### src/rtl/rx_cp_remove.sv
// OFDM receive front stage: strips the cyclic prefix from each symbol of an I/Q burst
// and hands the useful samples to the FFT through a 2-entry registered buffer.
module rx_cp_remove #(
   parameter int N_FFT = 256,
   parameter int N_CP  = 64,
   parameter int DW    = 32
) (
   input  logic          CLK_I,
   input  logic          RST_I,
   input  logic [DW-1:0] DAT_I,
   input  logic          WE_I,
   input  logic          STB_I,
   input  logic          CYC_I,
   output logic          ACK_O,
   output logic [DW-1:0] DAT_O,
   output logic          CYC_O,
   output logic          STB_O,
   output logic          WE_O,
   input  logic          ACK_I,
   output logic          ERR_O
);

   localparam int            N_SYM    = N_FFT + N_CP;
   localparam int            CW       = $clog2(N_SYM);
   localparam logic [CW-1:0] CP_LIM   = CW'(N_CP);
   localparam logic [CW-1:0] CNT_LAST = CW'(N_SYM - 1);

   typedef enum logic [1:0] {
      IDLE,
      ACTIVE,
      DRAIN
   } state_t;

   state_t        state_q, state_d;
   logic [CW-1:0] cnt_q, cnt_d;
   logic [1:0]    buf_cnt_q, buf_cnt_d;
   logic [DW-1:0] buf0_q, buf0_d;
   logic [DW-1:0] buf1_q, buf1_d;
   logic          err_q, err_d;

   logic in_req;
   logic in_cp;
   logic accept;
   logic push;
   logic pop;

   // Accept looks only at registered occupancy, so a full buffer refuses input
   // even in a cycle where it pops; reset forces the handshake low immediately.
   always_comb begin
      in_req = CYC_I & STB_I & WE_I;
      in_cp  = (cnt_q < CP_LIM);
      accept = in_req & ~RST_I & (state_q != DRAIN) & (in_cp | (buf_cnt_q < 2'd2));
      push   = accept & ~in_cp;
      pop    = (buf_cnt_q != 2'd0) & ACK_I;
   end

   always_comb begin
      cnt_d = cnt_q;
      err_d = 1'b0;
      if (!CYC_I) begin
         cnt_d = '0;
         err_d = (cnt_q != '0);
      end else if (accept) begin
         cnt_d = (cnt_q == CNT_LAST) ? '0 : cnt_q + 1'b1;
      end
   end

   // buf0 is always the head; a push with a simultaneous pop only happens at
   // occupancy 1, where the new sample simply replaces the head.
   always_comb begin
      buf0_d    = buf0_q;
      buf1_d    = buf1_q;
      buf_cnt_d = buf_cnt_q;
      if (push && pop) begin
         buf0_d = DAT_I;
      end else if (pop) begin
         buf0_d    = buf1_q;
         buf_cnt_d = buf_cnt_q - 2'd1;
      end else if (push) begin
         if (buf_cnt_q == 2'd0) begin
            buf0_d = DAT_I;
         end else begin
            buf1_d = DAT_I;
         end
         buf_cnt_d = buf_cnt_q + 2'd1;
      end
   end

   always_comb begin
      state_d = state_q;
      case (state_q)
         IDLE: begin
            if (push) begin
               state_d = ACTIVE;
            end
         end
         ACTIVE: begin
            if (!CYC_I) begin
               state_d = DRAIN;
            end
         end
         DRAIN: begin
            if (buf_cnt_d == 2'd0) begin
               state_d = IDLE;
            end
         end
         default: state_d = IDLE;
      endcase
   end

   always_ff @(posedge CLK_I or posedge RST_I) begin
      if (RST_I) begin
         state_q   <= IDLE;
         cnt_q     <= '0;
         buf_cnt_q <= 2'd0;
         buf0_q    <= '0;
         buf1_q    <= '0;
         err_q     <= 1'b0;
      end else begin
         state_q   <= state_d;
         cnt_q     <= cnt_d;
         buf_cnt_q <= buf_cnt_d;
         buf0_q    <= buf0_d;
         buf1_q    <= buf1_d;
         err_q     <= err_d;
      end
   end

   assign ACK_O = accept;
   assign STB_O = (buf_cnt_q != 2'd0);
   assign WE_O  = STB_O;
   assign DAT_O = STB_O ? buf0_q : '0;
   assign CYC_O = (state_q != IDLE);
   assign ERR_O = err_q;

endmodule

### config.mk
export PLATFORM = sky130hd
export DESIGN_NAME = rx_cp_remove
export DESIGN_NICKNAME = d
export VERILOG_FILES = /design/src/rtl/rx_cp_remove.sv
export SDC_FILE = /design/constraint.sdc
export NUM_CORES = 1
export LEC_CHECK = 0
export ABC_CLOCK_PERIOD_IN_PS = 2560
export CORE_MARGIN = 2
export CORE_UTILIZATION = 49
export CTS_BUF_LIST = sky130_fd_sc_hd__clkbuf_2
export CTS_CLUSTER_SIZE = 20
export DETAILED_ROUTE_END_ITERATION = 12
export PLACE_DENSITY = 0.87
export SKIP_CTS_REPAIR_TIMING = 1
export SYNTH_ARGS = -nofsm -noshare
export SYNTH_HDL_FRONTEND = slang
export SYNTH_SLANG_ARGS = --single-unit
### constraint.sdc
create_clock -name CLK_I -period 2.56 [get_ports CLK_I]
set_input_delay 0.512 -clock CLK_I [delete_from_list [all_inputs] [get_ports CLK_I]]
set_output_delay 0.512 -clock CLK_I [all_outputs]
set_load 0.1 [all_outputs]
Word-level counts from Yosys, hierarchy flattened

Index checks and enable logic that the tools add are counted.

$add $sub $neg: 3
$lt $le $gt $ge: 2
Eq/ne operators: 8
Multiplexer cells: 16
Bitwise logic cells: 13
Reduce and logical (&&, ||, !) cells: 12

Operator list:

| kind                                                | count |
|---|---|
| 2-to-1 mux 32 bit                                   | 5 |
| 2-to-1 mux 9 bit                                    | 3 |
| 2-to-1 mux 2 bit                                    | 6 |
| adder 9 x 1 -> 9 bit (second input constant)        | 1 |
| == test 9 bit (second input constant)               | 1 |
| < comparator 9 x 7 -> 1 bit (second input constant) | 1 |
| nonzero test 9 bit                                  | 1 |
| != test 2 bit (second input constant)               | 4 |
| AND 1 bit                                           | 7 |
| zero test 2 bit                                     | 3 |
| one-hot mux 2 bit (3 select lines)                  | 1 |
| nonzero test 3 bit                                  | 2 |
| NOT 1 bit                                           | 5 |
| AND reduction 4 bit                                 | 1 |
| nonzero test 2 bit                                  | 2 |
| AND reduction 3 bit                                 | 1 |
| adder 2 x 1 -> 2 bit (second input constant)        | 1 |
| == test 2 x 1 -> 1 bit (second input constant)      | 1 |
| == test 2 bit (second input constant)               | 1 |
| < comparator 2 bit (second input constant)          | 1 |
| != test 2 x 1 -> 1 bit (second input constant)      | 1 |
| AND reduction 2 bit                                 | 1 |
| subtractor 2 x 1 -> 2 bit (second input constant)   | 1 |
| logical AND 1 bit                                   | 1 |
| 2 further kinds                                     | 2 |

Register bits: 78

Depth between registers and ports, before layout

Gate-level depths: netlist of run 1.

Depth after elaboration: 12
Depth in mapped cells: 9
Mapped depth without buffers: 6

Worst setup path after synthesis of run 1

Ideal clock, no wire load.

Path kind: reg-to-reg
Start point: register cnt_q[6]
End point: register cnt_q[8]
Arrival: 3736 ps
Slack: -1300 ps
Cell stages (with the launch flop): 6
Path buffers: 1
Period minus slack after synthesis: 3860 ps
Cells stage by stage: dfrtp_1 -> clkbuf_1 -> o31a_1 -> nor3_1 -> a21boi_0 -> o31a_1

Word-level cells in the longest chain between the ends: 4
Elaborated cells between the ends (all ways): 9
Classes of those cells: add/sub: 1; order compare: 1; eq/ne: 2; mux: 3; bitwise: 2

Ends and longest elaborated chain:

| element                                 | RTL line | RTL |
|---|---|---|
| from (decl)                             | 35       | `logic [CW-1:0] cnt_q, cnt_d;` |
| from (signal assigned)                  | 121      | `cnt_q <= cnt_d;` |
| < comparator 9 x 7 -> 1 bit             | 51       | `in_cp = (cnt_q < CP_LIM);` |
| OR 1 bit                                | 52       | `accept = in_req & ~RST_I & (state_q != DRAIN) & (in_cp \| (buf_cnt_q < 2'd2));` |
| AND 1 bit                               | 52       |  |
| net ACK_O                               | 14       | `output logic ACK_O,` |
| != test 2 x 1 -> 1 bit (no source line) | -        |  |

The timed path passes the listed nets, and every way through them passes these cells. The select of a mux whose other input is x is not followed.
A chain may end at the register's enable or synchronous reset.

Final worst setup path of run 1

Start point: register buf_cnt_q[1]
End point: output port DAT_O[30]

Word-level cells in the longest chain between the ends: 2

Ends and longest elaborated chain:

| element                | RTL line | RTL |
|---|---|---|
| from (decl)            | 36       | `logic [1:0] buf_cnt_q, buf_cnt_d;` |
| from (signal assigned) | 122      | `buf_cnt_q <= buf_cnt_d;` |
| nonzero test 2 bit     | 130      | `assign STB_O = (buf_cnt_q != 2'd0);` |
| 2-to-1 mux 32 bit      | 132      | `assign DAT_O = STB_O ? buf0_q : '0;` |
| to (decl)              | 15       | `output logic [DW-1:0] DAT_O,` |

No other way between the ends.

==> out/qor.txt, run 1 <==
finished layout cell area -> 5590 sq um
setup_tns -> 0 ps
relative slew slack -> 66.7%
fin nets -> 446
part of the cycle the worst path needs -> 96.4%
vias in the first global route -> 3123
CTS tree -> built
top cells by area, synth -> dfrtp_1, mux2_4, o221a_2
H-tree depth -> 3
initial antenna violation count -> 0
slowest stage delay, CP -> 530 ps
commonest cells after routing, fill and taps aside -> dfrtp_1, buf_12, clkdlybuf4s50_1
CP Capture Type -> primary output
critical path data arrival time -> 1950 ps
Required @ worst endpoint -> 2050 ps
total grt overflow -> 0
top cell type's share of synthesized area -> 48.9%
DRC Markers -> 0
worst flop-to-flop path startpoint -> buf_cnt_q[1]
Root Buffer -> clkbuf_2
R2R cell count -> 8
port buffer count -> 74
DP HPWL -> 6410 um
Placed Area -> 5470 sq um
Clock Latency Late Sink -> 510 ps
top-level port count -> 75
Max Transition Viols Final -> 0
RSZ-0062 raised after global routing -> no
Clock Sinks -> 78
average via count per standard cell -> 5.70
dominant synthesized flop cell -> dfrtp_1
Fin. Hold Viols -> 0
flop2flop setup slack -> 340 ps
CTS Buffer Depth -> 2
Synth Net Count -> 363
Netlist cell types -> 53
area delta synth->final -> 40.3%
DR iter-0 viols -> 136
commonest non-fill, non-tap cell in the layout -> dfrtp_1
Setup WS pre-CTS -> 121 ps
Die X -> 94.2 um
num rows -> 32
worst-path fanout max -> 12
max_cap viols -> 0
Die Height -> 94.2 um
Slowest-stage cell, CP -> dfrtp_2
Initial Util -> 51.1%
post-route minimum period -> 2470 ps
Cell Area, Synth -> 3990 sq um
CP startpoint kind -> flip-flop
Setup Skew -> 19.6 ps
kind of critical path -> flip-flop to primary output
pin count of the biggest net entering global routing -> 79
Slew @ Worst Pin -> 497 ps
leading area contributor after synthesis -> dfrtp_1
CTS buffer count -> 9
post-synthesis sequential area ratio -> 48.9%
HP Class -> primary input to async pin
yosys warns -> 0
drt pass-1 iters -> 4
n_diodes -> 0
global placer's final weighted congestion -> 0.868
Post-synth EDFFs -> 0
vias -> 2914
# setup viols final -> 0
Die Footprint -> 8880 sq um
Synth Register Bits -> 78
Final WS setup -> 93.2 ps
Wirelength per Cell -> 17.9 um
total track usage -> 21.5%
clk slew on worst S/H paths -> 210 ps
WL final -> 9140 um
share of cells above drive strength 1 -> 50.4%
status -> finished clean
first-pass GRT wire length -> 14900 um
ANT nets after route -> 0
Syn Area/Cell -> 12.4 sq um
fraction of synthesis flops using an asynchronous set or reset pin -> 100%
area of the core -> 7810 sq um
reg-to-reg endpoint -> buf0_q[5]
worst-path cell chain -> inv_1, ha_4, buf_4, nor2b_4, buf_12
delay-heaviest family, CP -> buffers and inverters
Fmax achieved -> 405 MHz
Buf/Inv on CP -> 3
Syn Inst Count -> 322
sequential cells by signal (all words and copies together), names as in the netlist:
signal     count
buf_cnt_q      2
ERR_O          1
buf1_q        32
buf0_q        32
cnt_q          9
state_q        2
area by class of cell:
type / count / area (sq um)
timing repair buffer: 95 / 1300
clock inverter: 6 / 53.8
inverter: 7 / 31.3
sequential: 78 / 1950
clock buffer: 9 / 45.0
multi-input combinational: 214 / 2090
tap: 102 / 128
fill: 537 / 2210
layer usage:
metal | track usage [%] | up-vias | wire, um
li1 | - | 1331 | -
met1 | 26.9 | 1491 | 3830
met2 | 37.9 | 78 | 4790
met3 | 3.21 | 14 | 408
met4 | 7.61 | 0 | 121
met5 | 0 | - | 0
worst register-to-register path, delay by kind of cell, from the launching register on:
family	cells	cell delay, ps
compound gates	2	280
fa+ha+maj	1	260
buf+inv	3	510
flops	1	520
simple gates	2	550
kinds of logic (layout without fill, tap and decap cells):
logic type | after synthesis | after routing | share of synthesized area, %
muxes | 37 | 37 | 13.1
AOI/OAI and AO/OA | 54 | 54 | 13.4
DFF | 78 | 78 | 48.9
and+or+nand+nor | 117 | 117 | 18.6
adders and majority gates | 3 | 3 | 0.941
xor gates and xnor gates | 3 | 3 | 0.659
buffers and inverters | 30 | 117 | 4.24
worst max path at each step:
stage | startpoint | to | cells past startpoint
2_1_floorplan | buf_cnt_q[1] | DAT_O[0] | 5
3_3_place_gp | STB_I | buf0_q[4] | 7
3_5_place_dp | STB_I | cnt_q[3] | 6
4_1_cts | buf_cnt_q[1] | DAT_O[19] | 5
5_1_grt | buf_cnt_q[1] | DAT_O[30] | 5
6_report | buf_cnt_q[1] | DAT_O[30] | 5
Yosys cell counts (2+ instances only):
| library cell | number |
|---|---|
| a21oi_1 | 3 |
| a31oi_1 | 3 |
| and2_1 | 3 |
| and3_1 | 3 |
| buf_2 | 3 |
| buf_4 | 2 |
| buf_6 | 6 |
| clkbuf_1 | 12 |
| dfrtp_1 | 78 |
| ha_1 | 3 |
| inv_1 | 7 |
| mux2_2 | 3 |
| mux2_4 | 30 |
| mux2i_1 | 4 |
| nand2_1 | 5 |
| nand2b_1 | 2 |
| nand3_1 | 5 |
| nand3b_1 | 3 |
| nand4_1 | 3 |
| nor2_1 | 10 |
| nor2b_1 | 35 |
| nor3_1 | 5 |
| nor4b_1 | 2 |
| o211ai_1 | 2 |
| o221a_2 | 30 |
| o31a_1 | 2 |
| or2_2 | 31 |
| xnor2_1 | 2 |
through the flow:
step / utilization (%) / hold WS, ps / cells
floorplan: - / 455 / 322
global placement: 70.0 / 473 / 493
detailed placement: 70.0 / 485 / 493
CTS: 71.3 / 426 / 508
global route: 71.7 / 448 / 511
finish: 71.7 / 437 / 511
Power of run 1 is left out: the tool's default activity adds up to more than one toggle a clock period on the data nets, which glitch-free logic cannot reach.
==> inputs of run 2 (changes only) <==
SLEW_MARGIN = 20   (was not set)
==> results of run 2 <==
The final DEF is identical to that of run 1; final timing and power are the same.
Power of run 2 is left out for the same reason.
==> inputs of run 3 (changes only) <==
TNS_END_PERCENT = 50   (was not set)
==> out/qor.txt, run 3 (same netlist as run 1, synthesis figures left out) <==
n_diodes -> 0 (unchanged)
pin count of the biggest net entering global routing -> 79 (unchanged)
Initial Util -> 51.1% (unchanged)
Wirelength per Cell -> 18.2 um (+1.9%)
Die Height -> 94.2 um (unchanged)
commonest cells after routing, fill and taps aside -> dfrtp_1, buf_12, clkdlybuf4s50_1
area of the core -> 7810 sq um (unchanged)
CTS Buffer Depth -> 2 (unchanged)
kind of critical path -> flip-flop to primary output
Clock Latency Late Sink -> 520 ps (about the same)
Root Buffer -> clkbuf_2
Required @ worst endpoint -> 2050 ps (about the same)
Fmax achieved -> 408 MHz (+0.54%)
fillers -> 548 (+2.0%)
Slew @ Worst Pin -> 631 ps (+133 ps)
worst-path fanout max -> 11 (-1)
multi-input logic area -> 2040 sq um (-2.0%)
first-pass GRT wire length -> 15600 um (+4.7%)
Slowest-stage cell, CP -> dfrtp_2
Seq. cell area -> 1950 sq um (about the same)
worst-path cell chain -> o31a_1, nor3_4, buf_12
CP startpoint kind -> flip-flop
Inst Count DP -> 491 (-0.41%)
H-tree depth -> 3 (unchanged)
relative slew slack -> 57.9% (-8.7 points)
max_cap viols -> 0 (unchanged)
top-level port count -> 75 (unchanged)
status -> finished clean
clk slew on worst S/H paths -> 220 ps (about the same)
slowest stage delay, CP -> 540 ps (about the same)
vias in the first global route -> 3188 (+2.1%)
Hold Slack -> 445 ps (+7.73 ps)
total track usage -> 22.5% (+0.99 points)
post-route minimum period -> 2450 ps (-13.3 ps)
drt pass-1 iters -> 6 (+2)
vias -> 2898 (-0.55%)
average via count per standard cell -> 5.69 (-0.16%)
Fin. Hold Viols -> 0 (unchanged)
commonest non-fill, non-tap cell in the layout -> dfrtp_1
num rows -> 32 (unchanged)
part of the cycle the worst path needs -> 95.8% (-0.52 points)
CP Capture Type -> primary output
Regs by FF count -> buf0_q: 32 flops, buf1_q: 32 flops, cnt_q: 9 flops
WL final -> 9290 um (+1.5%)
RSZ-0062 raised after global routing -> yes
HP Class -> primary input to async pin
port buffer count -> 74 (unchanged)
initial antenna violation count -> 0 (unchanged)
CTS tree -> built
CTS buffer count -> 9 (unchanged)
global placer's final weighted congestion -> 0.970 (+12%)
Layout Cells excl Fill -> 509 (-0.39%)
fin nets -> 443 (-0.67%)
total grt overflow -> 0 (unchanged)
Max Transition Viols Final -> 0 (unchanged)
ANT nets after route -> 0 (unchanged)
DP HPWL -> 6400 um (about the same)
Die Footprint -> 8880 sq um (unchanged)
DRC Markers -> 0 (unchanged)
critical path data arrival time -> 1940 ps (about the same)
area delta synth->final -> 39.8%
share of cells above drive strength 1 -> 51.1% (+0.74 points)
Setup Skew -> 32.4 ps (+12.7 ps)
Clock Sinks -> 78 (unchanged)
Die X -> 94.2 um (unchanged)
# setup viols final -> 0 (unchanged)
DR iter-0 viols -> 160 (+18%)
## run 3: changes by cell type in the layout (fill, tap and decap cells not counted), sizes merged
cell / delta
bufinv: +1
clkinvlp: -2
clkbuf: +1
clkinv: +1
inv: +1
buf: -4
## run 3: metal layers
layer	track usage (%)	wire length, um	up-vias
met5	0	0	-
met4	8.70	198	0
met3	3.21	312	17
met2	37.4	4740	62
met1	29.8	4030	1482
li1	-	-	1337
## run 3: final cells by class
cell class              instances  area share [%]
clock inverters                 7            1.59
clock buffers                   9           0.808
repair buffers                 92            23.1
multi-input cells             214            36.6
inverters                       7           0.494
flip-flops and latches         78            35.1
well taps                     102            2.29
## run 3: critical path: cells and delay by family, from the launching register on
kind | cells | cell delay [ps]
AOI/OAI and AO/OA | 1 | 410
and+or+nand+nor | 1 | 250
DFF | 1 | 540
buffers and inverters | 1 | 210
## run 3: worst paths after layout
path / end / slack (ps) / cells past startpoint / start
max in group asynchronous: buf0_q[22] / 1770 / 3 / RST_I
worst max-delay path: ACK_O / 110 / 3 / cnt_q[6]
worst min-delay path: cnt_q[3] / 450 / 3 / RST_I
worst min register to register: state_q[0] / 510 / 1 / state_q[1]
worst max register to register: buf0_q[27] / 490 / 4 / cnt_q[6]
min in group CLK_I: state_q[0] / 510 / 1 / state_q[1]
## run 3: through the flow
stage          setup TNS [ps]  util, %  instance area, sq um  worst slack, ps
2_1_floorplan           -6170        -                  4140             -397
3_3_place_gp                0     69.1                  5390              178
3_5_place_dp                0     69.1                  5390             69.9
4_1_cts                  -235     70.8                  5530            -57.1
5_1_grt                 -1.38     71.4                  5580            -1.38
6_report                    0     71.4                  5580              106
Power of run 3 is left out for the same reason.
